### config.mk
export PLATFORM = sky130hd
export DESIGN_NAME = syn_fft_res_rdr
export DESIGN_NICKNAME = d
export VERILOG_FILES = /design/src/rtl/syn_fft_pkg.sv /design/src/rtl/syn_fft_res_rdr_fifo.sv /design/src/rtl/syn_fft_res_rdr.sv
export SDC_FILE = /design/constraint.sdc
export NUM_CORES = 1
export LEC_CHECK = 0
export CORE_MARGIN = 2
export CORE_UTILIZATION = 50
export DETAILED_ROUTE_END_ITERATION = 16
export HOLD_SLACK_MARGIN = 0.1
export PLACE_DENSITY = 0.72
export SYNTH_ARGS = -nofsm -noshare
export SYNTH_HDL_FRONTEND = slang
export SYNTH_SLANG_ARGS = --single-unit
### constraint.sdc
create_clock -name clk_ir -period 5.11 [get_ports clk_ir]
set_clock_uncertainty 0.1 [all_clocks]
set_input_delay 1.533 -clock clk_ir [delete_from_list [all_inputs] [get_ports clk_ir]]
set_output_delay 1.533 -clock clk_ir [all_outputs]
set_load 0.01 [all_outputs]
### src/rtl/syn_fft_pkg.sv
// Shared FFT types and helpers.
//   fft_sample_t    : one complex result, {re, im}, 32-bit signed each (re in the MSBs).
//   fgyrus_mode_t   : engine operating mode; NORMAL runs, CONFIG holds everything idle.
//   fft_rdr_state_t : result reader FSM states.
//   bit_rev()       : reverses the low 'width' bits of a value (width <= 32).
package syn_fft_pkg;

  localparam int unsigned P_FFT_NUM_SAMPLES = 128;

  typedef struct packed {
    logic signed [31:0] re;
    logic signed [31:0] im;
  } fft_sample_t;

  typedef enum logic {
    FGYRUS_NORMAL = 1'b0,
    FGYRUS_CONFIG = 1'b1
  } fgyrus_mode_t;

  typedef enum logic [1:0] {
    RDR_IDLE,
    RDR_READ,
    RDR_DRAIN
  } fft_rdr_state_t;

  function automatic logic [31:0] bit_rev(input logic [31:0] val, input int unsigned width);
    logic [31:0] res;
    res = '0;
    for (int unsigned i = 0; i < 32; i++) begin
      if (i < width) res[i] = val[width - 1 - i];
    end
    return res;
  endfunction

endpackage

### src/rtl/syn_fft_res_rdr_fifo.sv
// Synchronous first-word-fall-through FIFO for the result reader.
// Ports:
//   i_clk, i_rst    : clock, synchronous active-high reset
//   i_push, i_data  : write strobe and word ({idx, fft_sample_t})
//   i_pop           : consume the head word (o_data is valid whenever !o_empty)
//   i_flush         : drop all contents this cycle (dominates push/pop)
//   o_data          : head word
//   o_count         : number of stored words
//   o_empty, o_full : status
module syn_fft_res_rdr_fifo #(
  parameter int unsigned P_WIDTH = 71,
  parameter int unsigned P_DEPTH = 4,
  localparam int unsigned LP_PTR_W = (P_DEPTH > 1) ? $clog2(P_DEPTH) : 1,
  localparam int unsigned LP_CNT_W = $clog2(P_DEPTH + 1)
) (
  input  logic                i_clk,
  input  logic                i_rst,
  input  logic                i_push,
  input  logic [P_WIDTH-1:0]  i_data,
  input  logic                i_pop,
  input  logic                i_flush,
  output logic [P_WIDTH-1:0]  o_data,
  output logic [LP_CNT_W-1:0] o_count,
  output logic                o_empty,
  output logic                o_full
);

  logic [P_WIDTH-1:0]  r_mem [P_DEPTH];
  logic [LP_PTR_W-1:0] r_wr_ptr;
  logic [LP_PTR_W-1:0] r_rd_ptr;
  logic [LP_CNT_W-1:0] r_count;
  logic                w_push;
  logic                w_pop;

  // Depth need not be a power of two, so pointers wrap explicitly.
  function automatic logic [LP_PTR_W-1:0] ptr_inc(input logic [LP_PTR_W-1:0] p);
    return (p == LP_PTR_W'(P_DEPTH - 1)) ? '0 : p + 1'b1;
  endfunction

  assign w_push = i_push && !o_full;
  assign w_pop  = i_pop && !o_empty;

  always_ff @(posedge i_clk) begin
    if (i_rst || i_flush) begin
      r_wr_ptr <= '0;
      r_rd_ptr <= '0;
      r_count  <= '0;
    end else begin
      if (w_push) r_wr_ptr <= ptr_inc(r_wr_ptr);
      if (w_pop)  r_rd_ptr <= ptr_inc(r_rd_ptr);
      if (w_push && !w_pop) begin
        r_count <= r_count + 1'b1;
      end else if (!w_push && w_pop) begin
        r_count <= r_count - 1'b1;
      end
    end
  end

  always_ff @(posedge i_clk) begin
    if (w_push) r_mem[r_wr_ptr] <= i_data;
  end

  assign o_data  = r_mem[r_rd_ptr];
  assign o_count = r_count;
  assign o_empty = (r_count == '0);
  assign o_full  = (r_count == LP_CNT_W'(P_DEPTH));

endmodule

### src/rtl/syn_fft_res_rdr.sv
// FFT result reader: after fft_done_i, reads P_NUM_SAMPLES results from the result RAM
// (fixed read latency P_RD_LAT) and streams them out over valid/ready. Reads are only
// issued when the output FIFO has room for every read still in flight, so backpressure
// never drops a sample.
// Ports:
//   clk_ir, rst_ih            : clock, synchronous active-high reset
//   fgyrus_mode_i             : NORMAL enables reading; CONFIG aborts / blocks it
//   fft_done_i                : frame-ready pulse
//   ram_rd_en_o/ram_rd_addr_o : RAM read port request
//   ram_rd_data_i             : RAM data, valid P_RD_LAT cycles after ram_rd_en_o
//   smpl_valid_o/smpl_ready_i : output handshake
//   smpl_o, smpl_idx_o        : sample and its natural bin index
//   smpl_last_o               : final sample of the frame
//   busy_o                    : frame read in progress
//   ovrn_o                    : sticky, fft_done_i seen while busy
// Build option: define SYN_FFT_RES_RDR_BIT_REV_EN to address the RAM in bit-reversed
// order (natural-order output from an in-place radix-2 engine).
module syn_fft_res_rdr
  import syn_fft_pkg::*;
#(
  parameter int unsigned P_NUM_SAMPLES = P_FFT_NUM_SAMPLES,
  parameter int unsigned P_RAM_ADDR_W  = 7,
  parameter int unsigned P_RD_LAT      = 2,
  parameter int unsigned P_FIFO_DEPTH  = 4
) (
  input  logic                    clk_ir,
  input  logic                    rst_ih,
  input  fgyrus_mode_t            fgyrus_mode_i,
  input  logic                    fft_done_i,
  output logic                    ram_rd_en_o,
  output logic [P_RAM_ADDR_W-1:0] ram_rd_addr_o,
  input  fft_sample_t             ram_rd_data_i,
  output logic                    smpl_valid_o,
  input  logic                    smpl_ready_i,
  output fft_sample_t             smpl_o,
  output logic [P_RAM_ADDR_W-1:0] smpl_idx_o,
  output logic                    smpl_last_o,
  output logic                    busy_o,
  output logic                    ovrn_o
);

  localparam int unsigned LP_SMPL_W = $bits(fft_sample_t);
  localparam int unsigned LP_FIFO_W = P_RAM_ADDR_W + LP_SMPL_W;
  localparam int unsigned LP_FCNT_W = $clog2(P_FIFO_DEPTH + 1);
  localparam int unsigned LP_CRD_W  = $clog2(P_FIFO_DEPTH + P_RD_LAT + 1);
  localparam logic [P_RAM_ADDR_W-1:0] LP_LAST_IDX = P_RAM_ADDR_W'(P_NUM_SAMPLES - 1);

  fft_rdr_state_t          r_state;
  fft_rdr_state_t          w_state_nxt;
  logic [P_RAM_ADDR_W-1:0] r_rd_cnt;
  logic [P_RD_LAT-1:0]     r_pipe_vld;
  logic [P_RAM_ADDR_W-1:0] r_pipe_idx [P_RD_LAT];
  logic                    r_ovrn;

  logic                    w_rd_en;
  logic [P_RAM_ADDR_W-1:0] w_rd_addr;
  logic                    w_abort;
  logic                    w_pop;
  logic                    w_credit_ok;
  logic [LP_CRD_W-1:0]     w_in_flight;
  logic [LP_FIFO_W-1:0]    w_fifo_rdata;
  logic [LP_FCNT_W-1:0]    w_fifo_count;
  logic                    w_fifo_empty;
  logic                    w_fifo_full;
  logic [P_RAM_ADDR_W-1:0] w_head_idx;

  assign w_abort = (r_state != RDR_IDLE) && (fgyrus_mode_i == FGYRUS_CONFIG);
  assign w_pop   = smpl_valid_o && smpl_ready_i;

  always_comb begin
    w_in_flight = '0;
    for (int unsigned i = 0; i < P_RD_LAT; i++) begin
      w_in_flight = w_in_flight + LP_CRD_W'(r_pipe_vld[i]);
    end
  end

  // A read is only issued if its data is guaranteed a FIFO slot on return.
  assign w_credit_ok = !w_fifo_full &&
                       ((LP_CRD_W'(w_fifo_count) + w_in_flight) < LP_CRD_W'(P_FIFO_DEPTH));

`ifdef SYN_FFT_RES_RDR_BIT_REV_EN
  assign w_rd_addr = P_RAM_ADDR_W'(bit_rev(32'(r_rd_cnt), P_RAM_ADDR_W));
`else
  assign w_rd_addr = r_rd_cnt;
`endif

  always_comb begin
    w_state_nxt = r_state;
    w_rd_en     = 1'b0;
    unique case (r_state)
      RDR_IDLE: begin
        if (fft_done_i && (fgyrus_mode_i == FGYRUS_NORMAL)) w_state_nxt = RDR_READ;
      end
      RDR_READ: begin
        if (w_abort) begin
          w_state_nxt = RDR_IDLE;
        end else if (w_credit_ok) begin
          w_rd_en = 1'b1;
          if (r_rd_cnt == LP_LAST_IDX) w_state_nxt = RDR_DRAIN;
        end
      end
      RDR_DRAIN: begin
        // The last index is the final FIFO entry, so its handshake empties everything.
        if (w_abort || (w_pop && smpl_last_o && (w_in_flight == '0))) w_state_nxt = RDR_IDLE;
      end
      default: w_state_nxt = RDR_IDLE;
    endcase
  end

  always_ff @(posedge clk_ir) begin
    if (rst_ih) begin
      r_state    <= RDR_IDLE;
      r_rd_cnt   <= '0;
      r_pipe_vld <= '0;
      r_ovrn     <= 1'b0;
    end else begin
      r_state <= w_state_nxt;
      if ((r_state == RDR_IDLE) && (w_state_nxt == RDR_READ)) begin
        r_rd_cnt <= '0;
      end else if (w_rd_en) begin
        r_rd_cnt <= r_rd_cnt + 1'b1;
      end
      for (int unsigned i = P_RD_LAT - 1; i > 0; i--) begin
        r_pipe_vld[i] <= r_pipe_vld[i-1];
      end
      r_pipe_vld[0] <= w_rd_en;
      if (w_abort) r_pipe_vld <= '0;
      if (fgyrus_mode_i == FGYRUS_CONFIG) begin
        r_ovrn <= 1'b0;
      end else if (fft_done_i && (r_state != RDR_IDLE)) begin
        r_ovrn <= 1'b1;
      end
    end
  end

  always_ff @(posedge clk_ir) begin
    for (int unsigned i = P_RD_LAT - 1; i > 0; i--) begin
      r_pipe_idx[i] <= r_pipe_idx[i-1];
    end
    r_pipe_idx[0] <= r_rd_cnt;
  end

  syn_fft_res_rdr_fifo #(
    .P_WIDTH (LP_FIFO_W),
    .P_DEPTH (P_FIFO_DEPTH)
  ) u_fifo (
    .i_clk   (clk_ir),
    .i_rst   (rst_ih),
    .i_push  (r_pipe_vld[P_RD_LAT-1]),
    .i_data  ({r_pipe_idx[P_RD_LAT-1], ram_rd_data_i}),
    .i_pop   (w_pop),
    .i_flush (w_abort),
    .o_data  (w_fifo_rdata),
    .o_count (w_fifo_count),
    .o_empty (w_fifo_empty),
    .o_full  (w_fifo_full)
  );

  assign w_head_idx    = w_fifo_rdata[LP_FIFO_W-1 -: P_RAM_ADDR_W];
  assign smpl_valid_o  = !w_fifo_empty;
  // Gate the head so the outputs read zero rather than stale RAM contents when idle.
  assign smpl_o        = smpl_valid_o ? fft_sample_t'(w_fifo_rdata[LP_SMPL_W-1:0]) : '0;
  assign smpl_idx_o    = smpl_valid_o ? w_head_idx : '0;
  assign smpl_last_o   = smpl_valid_o && (w_head_idx == LP_LAST_IDX);
  assign busy_o        = (r_state != RDR_IDLE);
  assign ovrn_o        = r_ovrn;
  assign ram_rd_en_o   = w_rd_en;
  assign ram_rd_addr_o = w_rd_en ? w_rd_addr : '0;

endmodule

==> run_results.csv <==
group,metric,value,unit
placement,gp_congestion,0.768,
synth,synth_top_cell_area_share,0.696,
detailed_routing,drt_iter0_drc,408,
critical_path,arrival,3290,ps
global_route,antenna_found_initial,0,
detailed_routing,viasPerCell,5.34,
floorplanning,io_pins,152,
floorplanning,dieHeight,161,um
critical_path,slowest_delay,550,ps
critical_path,crit_type,"in2out",
global_route,grt_pass1_vias,6324,
clock_tree,cts_tree,"yes",
clock_tree,cts_buffers,31,
synth,synth_seq_area_share,0.753,
final_layout,synthToLayoutAreaGrowth,22.1,%
power,p_per_area,469,nW/um^2
final_layout,drive_gt1_frac,0.173,
critical_path,critPathSlowestCell,"clkdlybuf4s50_1",
hold_path,hold-path-cell-count,0,
critical_path,cp.required,3480,ps
clock_tree,insertion_delay,550,ps
final_layout,fin_util,0.619,
floorplanning,die_area,25800,um^2
detailed_routing,drt_wl_total,22600,um
synth,yosys.area.top_type,"edfxtp_1",
synth,synth_edf_count,284,
final_layout,design_area,15000,um^2
sta,period_share,0.964,
clock_tree,cts_root_buf,"clkbuf_16",
critical_path,r2r_cells,8,
sta,clock.fmax,0.203,GHz
final_layout,nets,832,
synth,synth-main-ff-cell,"edfxtp_1",
clock_tree,cts_resized,0,
sta,hold_viol,0,
flow_run,drv_cap,0,
sta,finalSetupTns,0,ps
critical_path,crit_family,"buffers and inverters",
critical_path,critPathCaptureType,"output pin",
critical_path,critical_path_depth,6,
hold_path,hold_class,"reg2reg",
critical_path,worstPathMaxFanout,11,
synth,synthArstFlopShare,0,
clock_tree,clkSlewWorstSetupHoldPaths,50,ps
sta,worstMarginPinSlew,1160,ps
critical_path,start_kind,"primary input",
sta,rsz0062_at_grt,"false",
sta,timing.slew.headroom,0.226,
synth,synthesis.area,12300,um^2
global_route,grtUsageTotal,0.176,
sta,finalSetupViolCount,0,
sta,holdWs,226,ps
detailed_routing,first_pass_iters,4,
placement,io_buffers,151,
global_route,grt_max_degree,73,
synth,syn_area_per_cell,20.8,um^2
detailed_routing,routedWlPerCell,20.5,um
synth,ys_top_cells_by_area,"edfxtp_1, mux4_2, dfxtp_1",
global_route,grt.overflow.total,0,
global_route,grt_pass1_wl,35300,um
floorplanning,coreArea,24200,um^2
synth,synth_seq_cells,319,
synth,synth_nets,669,
detailed_routing,drc,0,
status,outcome,"finished clean",
clock_tree,htreeDepth,1,
power,leakage,4.81,nW
synth,ys_warn_count,0,
floorplanning,rows,57,
floorplanning,die_w,161,um
clock_tree,cts_hold_buf,0,
clock_tree,cts_buffer_depth,3,
critical_path,crit_chain,"clkdlybuf4s50_1, nor2_1, and3_1, inv_1, nor2_1, clkdlybuf4s50_1",
detailed_routing,vias,5881,
detailed_routing,antenna_left,0,
power,power,7.02,mW
clock_tree,clkSinkCount,319,
clock_tree,cts_setup_buffers,0,
synth,synthCells,589,
floorplanning,start_util,0.507,
sta,layout_min_cycle_time,4930,ps
power,irDropWorstVdd,0.248,mV
placement,placed_cell_area,14000,um^2
synth,ys_types,42,
placement,dpl.hpwl,13000,um
sta,report.final.slew_viol_count,0,
critical_path,path_buf_inv,3,
## synth_stat cells (2+ instances only)
cell type and instances:
buf_6 2, or2_2 2, mux4_2 62, nor3_1 2, edfxtp_1 284, and3_1 4, and4_1 2, or3_1 2
buf_12 7, a21oi_1 9, clkbuf_8 2, and2_1 80, xor2_1 5, dfxtp_1 35, nand4_1 4, xnor2_1 2
o21ai_0 3, mux4_1 9, mux2i_1 3, nor2_1 17, buf_2 7, nand2_1 3, ha_1 10, clkbuf_1 9
inv_1 7
## final cells by class
cell class / instances / area [um^2]
Fill cell: 1693 / 9210
Antenna cell: 1 / 2.50
Tap cell: 324 / 405
Clock inverter: 17 / 125
Timing Repair Buffer: 157 / 1570
Inverter: 7 / 26.3
Sequential cell: 319 / 9240
Clock buffer: 40 / 850
Multi-Input combinational cell: 236 / 2750
## flip-flops by register name, summed over array words and instances, names as in the netlist, named ones only
register	flops
r_pipe_vld	2
r_pipe_idx	14
u_fifo.o_count	3
u_fifo.r_rd_ptr	2
u_fifo.r_mem	284
u_fifo.r_wr_ptr	2
r_rd_cnt	7
r_state	2
ovrn_o	1
## path summary, 6_finish.rpt
path | endpoint | startpoint | slack, ps
worst max-delay path | ram_rd_addr_o[6] | fgyrus_mode_i | 180
worst min-delay path | r_pipe_idx[0][8] | r_pipe_idx[0][1] | 230
worst max register to register | u_fifo.o_count[2] | u_fifo.o_count[0] | 2000
worst min register to register | r_pipe_idx[0][8] | r_pipe_idx[0][1] | 230
## cells by family after synthesis
group | share of synthesized area
flip-flops | 0.753
AND/OR/NAND/NOR | 0.0603
multiplexers | 0.136
buffers and inverters | 0.0233
AO/OA/AOI/OAI | 0.0109
adder cells (fa/ha/maj) | 0.0118
XOR/XNOR | 0.00500
## layout by cell type (no fill, tap or decap), types with 7 or more instances in the layout
| cell type | Yosys | final |
|---|---|---|
| inv_1 | 7 | 7 |
| ha_1 | 10 | 10 |
| dfxtp_1 | 35 | 33 |
| edfxtp_1 | 284 | 284 |
| and2_1 | 80 | 76 |
| mux4_1 | 9 | 9 |
| clkbuf_16 | 0 | 31 |
| clkinv_2 | 0 | 7 |
| mux4_2 | 62 | 62 |
| a21oi_1 | 9 | 9 |
| nor2_1 | 17 | 17 |
| clkdlybuf4s50_1 | 0 | 151 |
## layer usage
layer / global-route usage / share of wire / up-vias
li1: - / - / 2687
met3: 0.0369 / 0.070 / 26
met1: 0.232 / 0.41 / 2997
met5: 0 / 0 / -
met2: 0.305 / 0.50 / 171
met4: 0.0418 / 0.014 / 0
## per-stage QoR
step                setup slack (ps)  std cells
CTS                              167       1100
detailed placement               174       1043
global placement                 247       1043
global route                    66.1       1100
floorplan                       1200        589
finish                           182       1101
## report_power, final
part	switching, mW	leakage (nW)	internal (mW)	total [mW]
Clock	0.937	0.485	1.22	2.16
Combinational	0.806	1.48	1.09	1.89
Sequential	0.0964	2.85	2.86	2.96
Note: power is estimated with default switching activity, not from simulation.
